**config.mk**
```make
export PLATFORM = sky130hd
export DESIGN_NAME = keypad_scanner
export DESIGN_NICKNAME = d
export VERILOG_FILES = /design/src/rtl/keypad_scanner_pkg.sv /design/src/rtl/keypad_debounce.sv /design/src/rtl/keypad_scanner.sv
export SDC_FILE = /design/constraint.sdc
export NUM_CORES = 1
export LEC_CHECK = 0
export CORE_MARGIN = 1
export CORE_UTILIZATION = 31
export DETAILED_ROUTE_END_ITERATION = 6
export MAX_ROUTING_LAYER = met4
export SLEW_MARGIN = 5
export SYNTH_ARGS = -nofsm -noshare
export SYNTH_HDL_FRONTEND = slang
export SYNTH_SLANG_ARGS = --single-unit
export TNS_END_PERCENT = 10
```
**constraint.sdc**
```tcl
create_clock -name CLK -period 5.82 [get_ports CLK]
set_input_delay 0.873 -clock CLK [delete_from_list [all_inputs] [get_ports CLK]]
set_output_delay 0.873 -clock CLK [all_outputs]
set_load 0.1 [all_outputs]
```
**src/rtl/keypad_scanner_pkg.sv**
```systemverilog
// Shared definitions for the 4x4 hex keypad scanner.
//   SNAP_NONE  : 5-bit snapshot encoding meaning "no single key seen"
//                (bit 4 set); a valid key is {1'b0, hex_code}.
//   COL_RESET  : column drive pattern out of reset (column 0 driven low).
//   KEYMAP     : row/column position -> hex code, indexed by {row, col}.
//   count_lows : number of asserted bits in a 4-bit active-high vector.
//   low_index  : position of the lowest asserted bit (valid when exactly one).
package keypad_scanner_pkg;

  localparam logic [4:0] SNAP_NONE = 5'b1_0000;
  localparam logic [3:0] COL_RESET = 4'b1110;

  // Physical layout of the Pmod KYPD: row 0 reads 1 2 3 A left to right.
  localparam logic [3:0] KEYMAP [16] = '{
    4'h1, 4'h2, 4'h3, 4'hA,
    4'h4, 4'h5, 4'h6, 4'hB,
    4'h7, 4'h8, 4'h9, 4'hC,
    4'h0, 4'hF, 4'hE, 4'hD
  };

  function automatic logic [2:0] count_lows(input logic [3:0] lows);
    logic [2:0] n;
    n = 3'd0;
    for (int i = 0; i < 4; i++) begin
      n = n + {2'b00, lows[i]};
    end
    return n;
  endfunction

  function automatic logic [1:0] low_index(input logic [3:0] lows);
    logic [1:0] idx;
    casez (lows)
      4'b???1: idx = 2'd0;
      4'b??10: idx = 2'd1;
      4'b?100: idx = 2'd2;
      4'b1000: idx = 2'd3;
      default: idx = 2'd0;
    endcase
    return idx;
  endfunction

  function automatic logic [3:0] key_code(input logic [1:0] row, input logic [1:0] col);
    return KEYMAP[{row, col}];
  endfunction

endpackage

```
**src/rtl/keypad_debounce.sv**
```systemverilog
// Snapshot debouncer for the keypad scanner.
//   clk, rst_n   : clock, asynchronous active-low reset
//   scan_done_i  : one-cycle strobe at the end of every full 4-column scan
//   snapshot_i   : result of that scan ({1'b0,code} or SNAP_NONE)
//   key_o        : hex code of the last accepted key (kept after release)
//   key_valid_o  : one-cycle pulse, the cycle after a new press is accepted
//   key_down_o   : high while the accepted key is still held
module keypad_debounce
  import keypad_scanner_pkg::*;
#(
  parameter int unsigned DEBOUNCE_SCANS = 4
) (
  input  logic       clk,
  input  logic       rst_n,
  input  logic       scan_done_i,
  input  logic [4:0] snapshot_i,
  output logic [3:0] key_o,
  output logic       key_valid_o,
  output logic       key_down_o
);

  localparam int unsigned CNT_W = $clog2(DEBOUNCE_SCANS + 1);
  localparam logic [CNT_W-1:0] CNT_MAX = CNT_W'(DEBOUNCE_SCANS);
  localparam logic [CNT_W-1:0] CNT_ONE = CNT_W'(1);

  logic [4:0]       cand_q, cand_d;
  logic [CNT_W-1:0] cnt_q, cnt_d;
  logic [4:0]       committed_q, committed_d;
  logic [3:0]       key_q, key_d;
  logic             key_down_q, key_down_d;
  logic             pend_q, pend_d;
  logic             key_valid_q, key_valid_d;

  // Candidate tracking and commit decision, evaluated once per full scan.
  always_comb begin
    cand_d      = cand_q;
    cnt_d       = cnt_q;
    committed_d = committed_q;
    key_d       = key_q;
    key_down_d  = key_down_q;
    pend_d      = 1'b0;
    // The pulse is delayed one cycle behind the KEY update.
    key_valid_d = pend_q;
    if (scan_done_i) begin
      if (snapshot_i == cand_q) begin
        if (cnt_q == CNT_MAX) begin
          cnt_d = cnt_q;
        end else begin
          cnt_d = cnt_q + CNT_ONE;
        end
      end else begin
        cand_d = snapshot_i;
        cnt_d  = CNT_ONE;
      end
      if ((cnt_d == CNT_MAX) && (cand_d != committed_q)) begin
        committed_d = cand_d;
        if (cand_d == SNAP_NONE) begin
          // Release: KEY keeps the last code, no pulse.
          key_down_d = 1'b0;
        end else begin
          // Fresh press or key-to-key roll: both count as a new press.
          key_d      = cand_d[3:0];
          key_down_d = 1'b1;
          pend_d     = 1'b1;
        end
      end else begin
        committed_d = committed_q;
      end
    end else begin
      cand_d = cand_q;
    end
  end

  // Debounce state and registered outputs.
  always_ff @(posedge clk or negedge rst_n) begin
    if (!rst_n) begin
      cand_q      <= SNAP_NONE;
      cnt_q       <= {CNT_W{1'b0}};
      committed_q <= SNAP_NONE;
      key_q       <= 4'h0;
      key_down_q  <= 1'b0;
      pend_q      <= 1'b0;
      key_valid_q <= 1'b0;
    end else begin
      cand_q      <= cand_d;
      cnt_q       <= cnt_d;
      committed_q <= committed_d;
      key_q       <= key_d;
      key_down_q  <= key_down_d;
      pend_q      <= pend_d;
      key_valid_q <= key_valid_d;
    end
  end

  assign key_o       = key_q;
  assign key_valid_o = key_valid_q;
  assign key_down_o  = key_down_q;

endmodule

```
**src/rtl/keypad_scanner.sv**
```systemverilog
// 4x4 hex keypad scanner (Pmod KYPD).
//   CLK       : system clock
//   RESETN    : asynchronous active-low reset
//   ROW[3:0]  : row lines, active-low, asynchronous to CLK
//   COL[3:0]  : column drives, active-low, exactly one low at a time
//   KEY[3:0]  : hex code of the last accepted key
//   KEY_VALID : one-cycle pulse on each newly accepted press
//   KEY_DOWN  : high while the accepted key is held
// Each column is driven for SCAN_DIV cycles; rows are sampled on the last
// cycle of the column. A full scan yields a snapshot that feeds the debouncer.
module keypad_scanner
  import keypad_scanner_pkg::*;
#(
  parameter int unsigned SCAN_DIV       = 100000,
  parameter int unsigned DEBOUNCE_SCANS = 4
) (
  input  logic       CLK,
  input  logic       RESETN,
  input  logic [3:0] ROW,
  output logic [3:0] COL,
  output logic [3:0] KEY,
  output logic       KEY_VALID,
  output logic       KEY_DOWN
);

  localparam int unsigned DIV_W = (SCAN_DIV > 1) ? $clog2(SCAN_DIV) : 1;
  localparam logic [DIV_W-1:0] DIV_LAST = DIV_W'(SCAN_DIV - 1);
  localparam logic [DIV_W-1:0] DIV_ONE  = DIV_W'(1);

  logic [3:0]       row_meta_q, row_meta_d;
  logic [3:0]       row_sync_q, row_sync_d;
  logic [DIV_W-1:0] div_q, div_d;
  logic [1:0]       col_idx_q, col_idx_d;
  logic [3:0]       col_q, col_d;
  // Hits so far in this scan: 0, 1, or 2 meaning "two or more".
  logic [1:0]       hit_cnt_q, hit_cnt_d;
  logic [3:0]       hit_key_q, hit_key_d;

  logic [3:0] col_lows_s;
  logic [2:0] col_cnt_s;
  logic [1:0] col_hits_s;
  logic [3:0] col_key_s;
  logic [2:0] hit_sum_s;
  logic [1:0] total_s;
  logic [3:0] merged_key_s;
  logic [4:0] snapshot_s;
  logic       tc_s;
  logic       scan_done_s;

  // Classify the current column's rows and fold them into the scan result.
  always_comb begin
    col_lows_s  = ~row_sync_q;
    col_cnt_s   = count_lows(col_lows_s);
    col_key_s   = key_code(low_index(col_lows_s), col_idx_q);
    tc_s        = (div_q == DIV_LAST);
    scan_done_s = tc_s && (col_idx_q == 2'd3);
    if (col_cnt_s >= 3'd2) begin
      col_hits_s = 2'd2;
    end else begin
      col_hits_s = col_cnt_s[1:0];
    end
    hit_sum_s = {1'b0, hit_cnt_q} + {1'b0, col_hits_s};
    if (hit_sum_s >= 3'd2) begin
      total_s = 2'd2;
    end else begin
      total_s = hit_sum_s[1:0];
    end
    if (hit_cnt_q == 2'd0) begin
      merged_key_s = col_key_s;
    end else begin
      merged_key_s = hit_key_q;
    end
    // Ghosting / multi-press collapses to NONE, same as no key.
    if (total_s == 2'd1) begin
      snapshot_s = {1'b0, merged_key_s};
    end else begin
      snapshot_s = SNAP_NONE;
    end
  end

  // Synchronizer, divider, column sequencing and per-scan accumulation.
  always_comb begin
    row_meta_d = ROW;
    row_sync_d = row_meta_q;
    div_d      = div_q;
    col_idx_d  = col_idx_q;
    col_d      = col_q;
    hit_cnt_d  = hit_cnt_q;
    hit_key_d  = hit_key_q;
    if (tc_s) begin
      div_d     = {DIV_W{1'b0}};
      col_idx_d = col_idx_q + 2'd1;
      col_d     = ~(4'b0001 << col_idx_d);
      if (scan_done_s) begin
        hit_cnt_d = 2'd0;
        hit_key_d = 4'h0;
      end else begin
        hit_cnt_d = total_s;
        hit_key_d = merged_key_s;
      end
    end else begin
      div_d = div_q + DIV_ONE;
    end
  end

  // Scanner state registers.
  always_ff @(posedge CLK or negedge RESETN) begin
    if (!RESETN) begin
      row_meta_q <= 4'hF;
      row_sync_q <= 4'hF;
      div_q      <= {DIV_W{1'b0}};
      col_idx_q  <= 2'd0;
      col_q      <= COL_RESET;
      hit_cnt_q  <= 2'd0;
      hit_key_q  <= 4'h0;
    end else begin
      row_meta_q <= row_meta_d;
      row_sync_q <= row_sync_d;
      div_q      <= div_d;
      col_idx_q  <= col_idx_d;
      col_q      <= col_d;
      hit_cnt_q  <= hit_cnt_d;
      hit_key_q  <= hit_key_d;
    end
  end

  assign COL = col_q;

  keypad_debounce #(
    .DEBOUNCE_SCANS(DEBOUNCE_SCANS)
  ) u_debounce (
    .clk        (CLK),
    .rst_n      (RESETN),
    .scan_done_i(scan_done_s),
    .snapshot_i (snapshot_s),
    .key_o      (KEY),
    .key_valid_o(KEY_VALID),
    .key_down_o (KEY_DOWN)
  );

endmodule

```
======== Yosys cells after proc, flatten, opt, wreduce, memory -nomap -nowiden ========
Memory sizes are Yosys's and may differ from the RTL's.
Cells that the tools add are included.
storage, ports and cells
  register bits ........................... 57
  memory bits (read-only) ................. 64
  input port bits ......................... 6
  output and inout port bits .............. 10
  memories kept ........................... 1
cells by class
  add/subtract/negate cells ............... 7
  magnitude comparators ................... 3
  equality and inequality tests ........... 11
  shift-type cells ........................ 1
  mux-type cells .......................... 18
  bitwise gates (word level) .............. 4
  reductions and logical operators ........ 5
memories
  memory            depth  bits a word  rd ports  clocked after memory_dff  write ports  RTL line                  RTL
  (name not given)  16     4            1         0                         0            keypad_scanner_pkg.sv:43  return KEYMAP[{row, col}];
operator list
  kind                     number
  $add A17 B1 Y17 const B  1
  $eq A17 B17 Y1 const B   1
  $mux W17                 1
  $mux W4                  4
  $mux W5                  3
  $eq A3 B3 Y1 const B     3
  $mux W3                  3
  $not A4 Y4               2
  $ge A3 B2 Y1 const B     2
  $mux W2                  3
  $pmux W2 S3              1
  $eq A5 B5 Y1             1
  $eq A5 B5 Y1 const B     1
  $ge A5 B5 Y1 const B     1
  $ne A5 B5 Y1             1
  $not A4 Y5               1
  $eq A2 B2 Y1 const B     2
  $eq A4 B4 Y1 const B     1
  $shl A1 B2 Y4 const A    1
  $add A2 B1 Y3            1
  $add A2 B2 Y3            1
  $add A3 B1 Y3            1
  $add A3 B1 Y3 const B    1
  $mux W1                  3
  8 further kinds          9

======== Depth between registers and ports, before layout ========
Gate-level depths: netlist of the first run.
  depth after elaboration ................. 18
  mapped depth ............................ 18
  gate-level depth less buffers ........... 16

======== By module ========
A second synthesis of the first run with hierarchy kept.
second synthesis, totals
  cells, all modules ...................... 262
  area, all modules ....................... 2909.0 um^2
by module, submodules not included
  module           times used  cells each  area an instance (um^2)
  keypad_scanner   1           182         1910.6
  keypad_debounce  1           80          998.5

======== Worst setup path after synthesis of the first run ========
OpenSTA, ideal clock, no wires.
  path kind ............................... register -> register
  start point ............................. register row_sync_q[3]
  end point ............................... register u_debounce.key_q[1], in the netlist u_debounce.key_o[1]
  arrival time ............................ 4.021 ns
  data required time ...................... 5.695 ns
  setup slack ............................. 1.673 ns
  cell stages (with the launch flop) ...... 19
  path buffers ............................ 2
  path through ............................ dfstp_2 fa_1 inv_1 ha_1 inv_1 ha_1 and2_1 ha_1 inv_1 fa_1 and3_1 clkbuf_4 or3_1 a22oi_2 nand4_1 or4_1 buf_2 nand4_2 mux2_4
on the way
  word-level cells in the longest chain between the ends .. 15
  elaborated cells on any way between the ends .. 27
  classes of those cells .................. add/sub (2); order compare (2); eq/ne (6); mux (11); bitwise (3); reduce/logical (2); memory (1)
ends and longest elaborated chain
  item                                               RTL line                                            RTL
  start: declaration                                 keypad_scanner.sv:31                                logic [3:0] row_sync_q, row_sync_d;
  start signal: assignment                           keypad_scanner.sv:118                               row_sync_q <= row_sync_d;
  $not A4 Y4 (*)                                     keypad_scanner.sv:52                                col_lows_s = ~row_sync_q;
  $add A3 B1 Y3 or $eq A4 B4 Y1 (tied branches)      keypad_scanner_pkg.sv:25, keypad_scanner_pkg.sv:32
  $ge A3 B2 Y1 or $pmux W2 S3 (tied branches)        keypad_scanner.sv:57, keypad_scanner_pkg.sv:32
  $mux W2 or $not A4 Y5 (tied branches)              keypad_scanner.sv:57, keypad_scanner_pkg.sv:43
  $add A2 B2 Y3 or $mem_v2 Z16 W4 (tied branches)    --
  $ge A3 B2 Y1 or $mux W4 (tied branches)            keypad_scanner.sv:63, keypad_scanner_pkg.sv:43
  $mux W2 or $mux W4 (tied branches)                 keypad_scanner.sv:63, keypad_scanner_pkg.sv:43
  $eq A2 B1 Y1 or $mux W4 (tied branches)            keypad_scanner.sv:74, keypad_scanner.sv:68
  $mux W5 (*)                                        keypad_scanner.sv:74                                if (total_s == 2'd1) begin
  $eq A5 B5 Y1                                       keypad_debounce.sv:45                               if (snapshot_i == cand_q) begin
  $mux W5 or $mux W3 (tied branches)                 keypad_debounce.sv:45
  $mux W5 or $mux W3 (tied branches)                 keypad_debounce.sv:44                               if (scan_done_i) begin
  $ne A5 B5 Y1, or another cell as far along         keypad_debounce.sv:55                               if ((cnt_d == CNT_MAX) && (cand_d != committed_q)) begin
  $logic_and A1 B1 Y1 or $not A1 Y1 (tied branches)  --
  $reduce_and A3 Y1 (no line)                        --
  end signal: assignment                             keypad_debounce.sv:88                               key_q <= key_d;
  end: declaration                                   keypad_debounce.sv:29                               logic [3:0] key_q, key_d;
Every way passes the cells marked *; elsewhere a longest branch is shown, timed or not. The select of a mux whose other input is x is not followed.
A chain may end at the register's enable or synchronous reset.

======== Final worst setup path of the first run ========
Same ends and word-level chain as after synthesis.

==> results of run 1 <==
-- stage by stage --
step,power [W],instance area (um2),setup slack (ns),instances,util
floorplan,0.000436,3260,1.67,320,-
global placement,0.000452,3510,1.49,462,0.342
detailed placement,0.000453,3510,1.36,462,0.342
CTS,0.000830,3710,1.35,478,0.361
global route,0.000849,3710,1.14,478,0.361
finish,0.000816,3710,1.35,478,0.361
-- logic make-up after synthesis --
logic type               count (synthesis)
AO/OA/AOI/OAI                           62
XOR/XNOR                                15
adder cells (fa/ha/maj)                 16
buffers and inverters                   33
flip-flops                              57
multiplexers                            13
AND/OR/NAND/NOR                        124
-- cells in the final DEF, fill, tap and decap left out, types with 9 or more instances in the layout --
| cell | netlist | final |
|---|---|---|
| dfstp_2 | 13 | 13 |
| xnor2_1 | 11 | 11 |
| o21ai_0 | 22 | 22 |
| clkdlybuf4s50_1 | 0 | 14 |
| nand2_1 | 24 | 24 |
| clkbuf_8 | 1 | 11 |
| a21oi_1 | 9 | 9 |
| ha_1 | 14 | 14 |
| nor2_1 | 25 | 25 |
| inv_1 | 22 | 22 |
| dfrtp_1 | 44 | 44 |
| nand3_1 | 11 | 11 |
-- cell usage after synthesis, types with 6 or more instances --
master | count | area, um2
dfrtp_1 | 44 | 1100
nor2_1 | 25 | 93.8
nand2_1 | 24 | 90.1
inv_1 | 22 | 82.6
o21ai_0 | 22 | 110
ha_1 | 14 | 175
dfstp_2 | 13 | 342
nand3_1 | 11 | 55.1
xnor2_1 | 11 | 96.3
a21oi_1 | 9 | 45.0
mux2i_1 | 7 | 70.1
and2_1 | 6 | 37.5
nor3_1 | 6 | 30.0
-- routing by layer --
layer / part of all wire / routed length [um] / vias to the layer above
met5: 0 / 0 / -
met4: 0.023 / 152 / 0
met3: 0.037 / 245 / 17
met2: 0.45 / 2980 / 55
met1: 0.49 / 3270 / 1137
li1: - / - / 1171
-- worst max-delay path by stage --
stage,depth (start not counted),to,slack (ns)
final,14,u_debounce.key_o[1],1.35
after global routing,16,u_debounce.committed_q[1],1.14
after CTS,14,u_debounce.key_o[1],1.35
after detailed placement,14,u_debounce.key_o[1],1.36
after global placement,14,u_debounce.key_o[1],1.49
after floorplan,18,u_debounce.key_o[1],1.67
-- cell type report --
class	instances	area, um2
clock inverter	3	40.0
multi-input combinational	230	1660
inverter	22	82.6
fill	1013	6560
clock buffer	13	159
sequential	57	1440
tap	136	170
timing repair buffer	17	160
-- power by group --
part | switching [W] | internal, W
Clock | 0.000152 | 0.000220
Combinational | 0.0000251 | 0.0000153
Sequential | 0.00000284 | 0.000402
Total | 0.000180 | 0.000637
-- flip-flops by register name, summed over array words and instances (netlist names), 2 cells and up --
register                cells
div_q                      17
u_debounce.cand_q           5
u_debounce.committed_q      5
COL                         4
hit_key_q                   4
row_meta_q                  4
row_sync_q                  4
u_debounce.key_o            4
u_debounce.cnt_q            3
col_idx_q                   2
hit_cnt_q                   2
-- critical path, stage by stage (launching register included) --
cell and delay [ns]:
dfstp_2 0.59, fa_1 0.43, inv_1 0.06, ha_1 0.13, inv_1 0.04, ha_1 0.17, nor2b_1 0.15, fa_1 0.57
nand3_1 0.36, a311o_1 0.47, a22oi_2 0.12, nand4_1 0.11, or4_1 0.66, nand4_2 0.19, mux2_4 0.30
==> results.txt, run 1 <==
Nature of the critical path endpoint: flop
Vias in the first global route: 2284
Reg2reg path depth: 14
Worst hold stages: 0
Hold Path Origin: u_debounce.key_valid_d
Post-DP HPWL: 4710 um
Wirelength per Cell: 13.9 um
Final setup viols: 0
Power Dens Cells: 220 nW/um2
FMAX: 224 MHz
Worst-Margin Slew: 1.03 ns
Reg2reg start: row_sync_q[3]
Final period util: 0.768
Syn nets: 342
Status: complete, no violations
CTS max path bufs: 2
Worst-path clk slew: 0.06 ns
Mapped Area: 3260 um2
Via count: 2380
Post-CTS Setup Bufs: 0
Largest family of logic cells by synthesized area: simple AND/OR/NAND/NOR gates
Synth Area in Compound Gates: 0.127
Post-Synth Simple-Gate Area: 0.230
Maxcap violations: 0
Final nets: 359
Initial DRC Count: 79
Largest net degree at the start of global routing: 58
Hold WS: 0.347 ns
Core area: 10300 um2
Worst Path Arrival: 4.69 ns
Area Growth Syn to Fin: 13.9%
CTS Hold Bufs: 0
Row cnt: 37
Starting Density: 0.317
Met2 usage: 0.201
Post-route antenna net violation count: 0
Synth Area in Adders: 0.0660
Die width: 105 um
Number of flops mapped to enable cells by yosys: 0
Clock sink count: 57
Leakage Power: 1.59 nW
Skew final: 0.0120 ns
Gates resized, CTS repair: 0
GRT Max-Usage Layer: met2
#FFs+latches synth: 57
Mux cell area share after synthesis: 0.0457
TritonRoute pass-1 iters: 4
Post-synth cell types: 70
Cts bufs inserted: 9
Worst Hold Path EP: u_debounce.key_valid_o
H-tree levels: 3
Synth warnings: 0
Register area share after synthesis: 0.443
Setup TNS: 0 ns
Slew margin rel.: 0.307
Worst hold path class: flop to flop
Fin. Hold Viols: 0
Met1 Use GR: 0.173
Worst vdd ir: 0.000137 V
Global route overflow: 0
Met3 Usage GRT: 0.0349
Share of cells above drive strength 1: 0.161
Worst R2R End: u_debounce.key_o[1]
IO Port Bufs: 15
Worst-path maximum fanout: 13
Prevailing post-synth register cell: dfrtp_1
Critical Path RT: 6.04 ns
R2R Setup Slk: 1.35 ns
Slew Limit Fails: 0
Total die area: 10900 um2
Critical path launch point type: flop
Initial antenna violation count: 0
Clk Latency, worst-skew pair: 0.34 ns
Synthesized area per cell: 10.2 um2
Top Ports: 16
GP Congestion: 0.905
Wirelength, routed: 6650 um
Gate Count Post-Synth: 320
Avg Vias per Cell: 4.98
Critical path origin: row_sync_q[3]
Xor/xnor cell area share of the yosys netlist: 0.0403
RSZ-0062 raised after global routing: no
Gr usage total: 0.135
Vertical die dimension: 105 um
ANT cells: 0
First-pass GRT wire length: 11400 um
Root buf cell: clkbuf_8
DRC viols: 0
CTS tree: yes
Asr flop ratio synth: 1.00
Tmin final: 4.47 ns
Setup CP Type: flop to flop
Power figures use the tool's default switching activity.
==> run 2: changes to the inputs <==
- clock period: 5.82 -> 4.45 ns (I/O delays scaled with it)
==> results.txt, run 2 (synthesis gave the netlist of run 1 again) <==
Status: complete, no violations
Critical Path RT: 4.67 ns
Clock sink count: 57
Final nets: 361
CTS tree: yes
Hold WS: 0.354 ns
GP Congestion: 0.895
Worst R2R End: u_debounce.committed_q[2]
Worst-Margin Slew: 0.971 ns
Core area: 10300 um2
Share of cells above drive strength 1: 0.169
Cts bufs inserted: 9
Final setup viols: 0
DRC viols: 0
Reg2reg start: row_sync_q[3]
RSZ-0062 raised after global routing: no
Avg Vias per Cell: 4.95
Wirelength, routed: 6560 um
Gr usage total: 0.138
Wirelength per Cell: 13.7 um
Worst Hold Path EP: row_sync_q[0]
IO Port Bufs: 15
Largest register FFs: 17
Top flop regs: div_q x17, u_debounce.cand_q x5, u_debounce.committed_q x5
First-pass GRT wire length: 11500 um
Via count: 2375
Total die area: 10900 um2
Final WS setup: 0.211 ns
Skew final: 0.00948 ns
Post-route antenna net violation count: 0
Worst-path clk slew: 0.07 ns
Starting Density: 0.317
Vias in the first global route: 2290
Leakage Power: 1.61 nW
Clk Latency, worst-skew pair: 0.34 ns
H-tree levels: 3
Worst-path maximum fanout: 7
Fin. Hold Viols: 0
Pre-CTS setup slack: 0.211 ns
CTS max path bufs: 2
TritonRoute pass-1 iters: 4
ANT cells: 0
Initial antenna violation count: 0
FMAX: 236 MHz
Commonest non-fill, non-tap cell in the layout: dfrtp_1
Gates resized, CTS repair: 0
Worst Path Arrival: 4.46 ns
Top Ports: 16
Worst vdd ir: 0.000172 V
Nature of the critical path endpoint: flop
R2R Setup Slk: 0.21 ns
Global route overflow: 0
Post-CTS Setup Bufs: 0
Reg with most FFs: div_q
Slew Limit Fails: 0
Power Total: 0.00114 W
Worst hold stages: 0
Vertical die dimension: 105 um
Worst hold path class: flop to flop
Commonest non-fill, non-tap cells in the layout: dfrtp_1 (44), nor2_1 (25), nand2_1 (24)
Setup TNS: 0 ns
Post-DP HPWL: 4680 um
Reg2reg path depth: 16
Tmin final: 4.24 ns
Row cnt: 37
Largest net degree at the start of global routing: 58
Final instance area: 3760 um2
Final period util: 0.952
Root buf cell: clkbuf_8
CTS Hold Bufs: 0
Area Growth Syn to Fin: 15.4%
Die width: 105 um
Power Dens Cells: 304 nW/um2
Placed cell area: 3530 um2
Hold Path Origin: row_meta_q[0]
Critical path launch point type: flop
Maxcap violations: 0
Slew margin rel.: 0.351
Setup CP Type: flop to flop
Initial DRC Count: 87
-- run 2: worst max path at each step --
stage | from | end | slack (ns) | cells after the start
2_1_floorplan | row_sync_q[3] | u_debounce.key_o[1] | 0.30 | 18
3_3_place_gp | row_sync_q[3] | u_debounce.key_o[1] | 0.30 | 16
3_5_place_dp | row_sync_q[3] | u_debounce.key_o[1] | 0.21 | 16
4_1_cts | row_sync_q[3] | u_debounce.key_o[1] | 0.19 | 16
5_1_grt | row_sync_q[3] | u_debounce.committed_q[2] | 0.009 | 16
6_report | row_sync_q[3] | u_debounce.committed_q[2] | 0.21 | 16
-- run 2: critical path: stages, from the launching register on --
cell and delay [ns]:
dfstp_2 0.60, fa_1 0.43, inv_1 0.07, ha_1 0.13, inv_1 0.04, ha_1 0.17, and2_1 0.14, ha_1 0.17
inv_1 0.06, fa_1 0.43, and3_1 0.18, or3_1 0.32, a22oi_2 0.15, nand4_1 0.10, or4_1 0.66, nand3_4 0.17
mux2_4 0.31
-- run 2: metal layers --
layer  routed length [um]  vias to the layer above  GRT usage
li1                     -                     1173          -
met1                 3180                     1120      0.181
met2                 2920                       65      0.192
met3                  294                       17     0.0449
met4                  163                        0     0.0622
met5                    0                        -          -
-- run 2: final cells by class --
cell class / instances / area (um2)
clock buffer: 12 / 155
tap: 136 / 170
timing repair buffer: 19 / 175
fill: 1030 / 6520
sequential: 57 / 1440
multi-input combinational: 230 / 1660
inverter: 22 / 82.6
clock inverter: 4 / 76.3
-- run 2: power by group --
part	total (W)	switching [W]	internal (W)
combinational	0.0000545	0.0000333	0.0000212
clock	0.000558	0.000211	0.000347
sequential	0.000529	0.00000383	0.000525
-- run 2: per-stage QoR --
| stage | instances | util |
|---|---|---|
| 2_1_floorplan | 320 | - |
| 3_3_place_gp | 464 | 0.343 |
| 3_5_place_dp | 464 | 0.343 |
| 4_1_cts | 480 | 0.366 |
| 5_1_grt | 480 | 0.366 |
| 6_report | 480 | 0.366 |
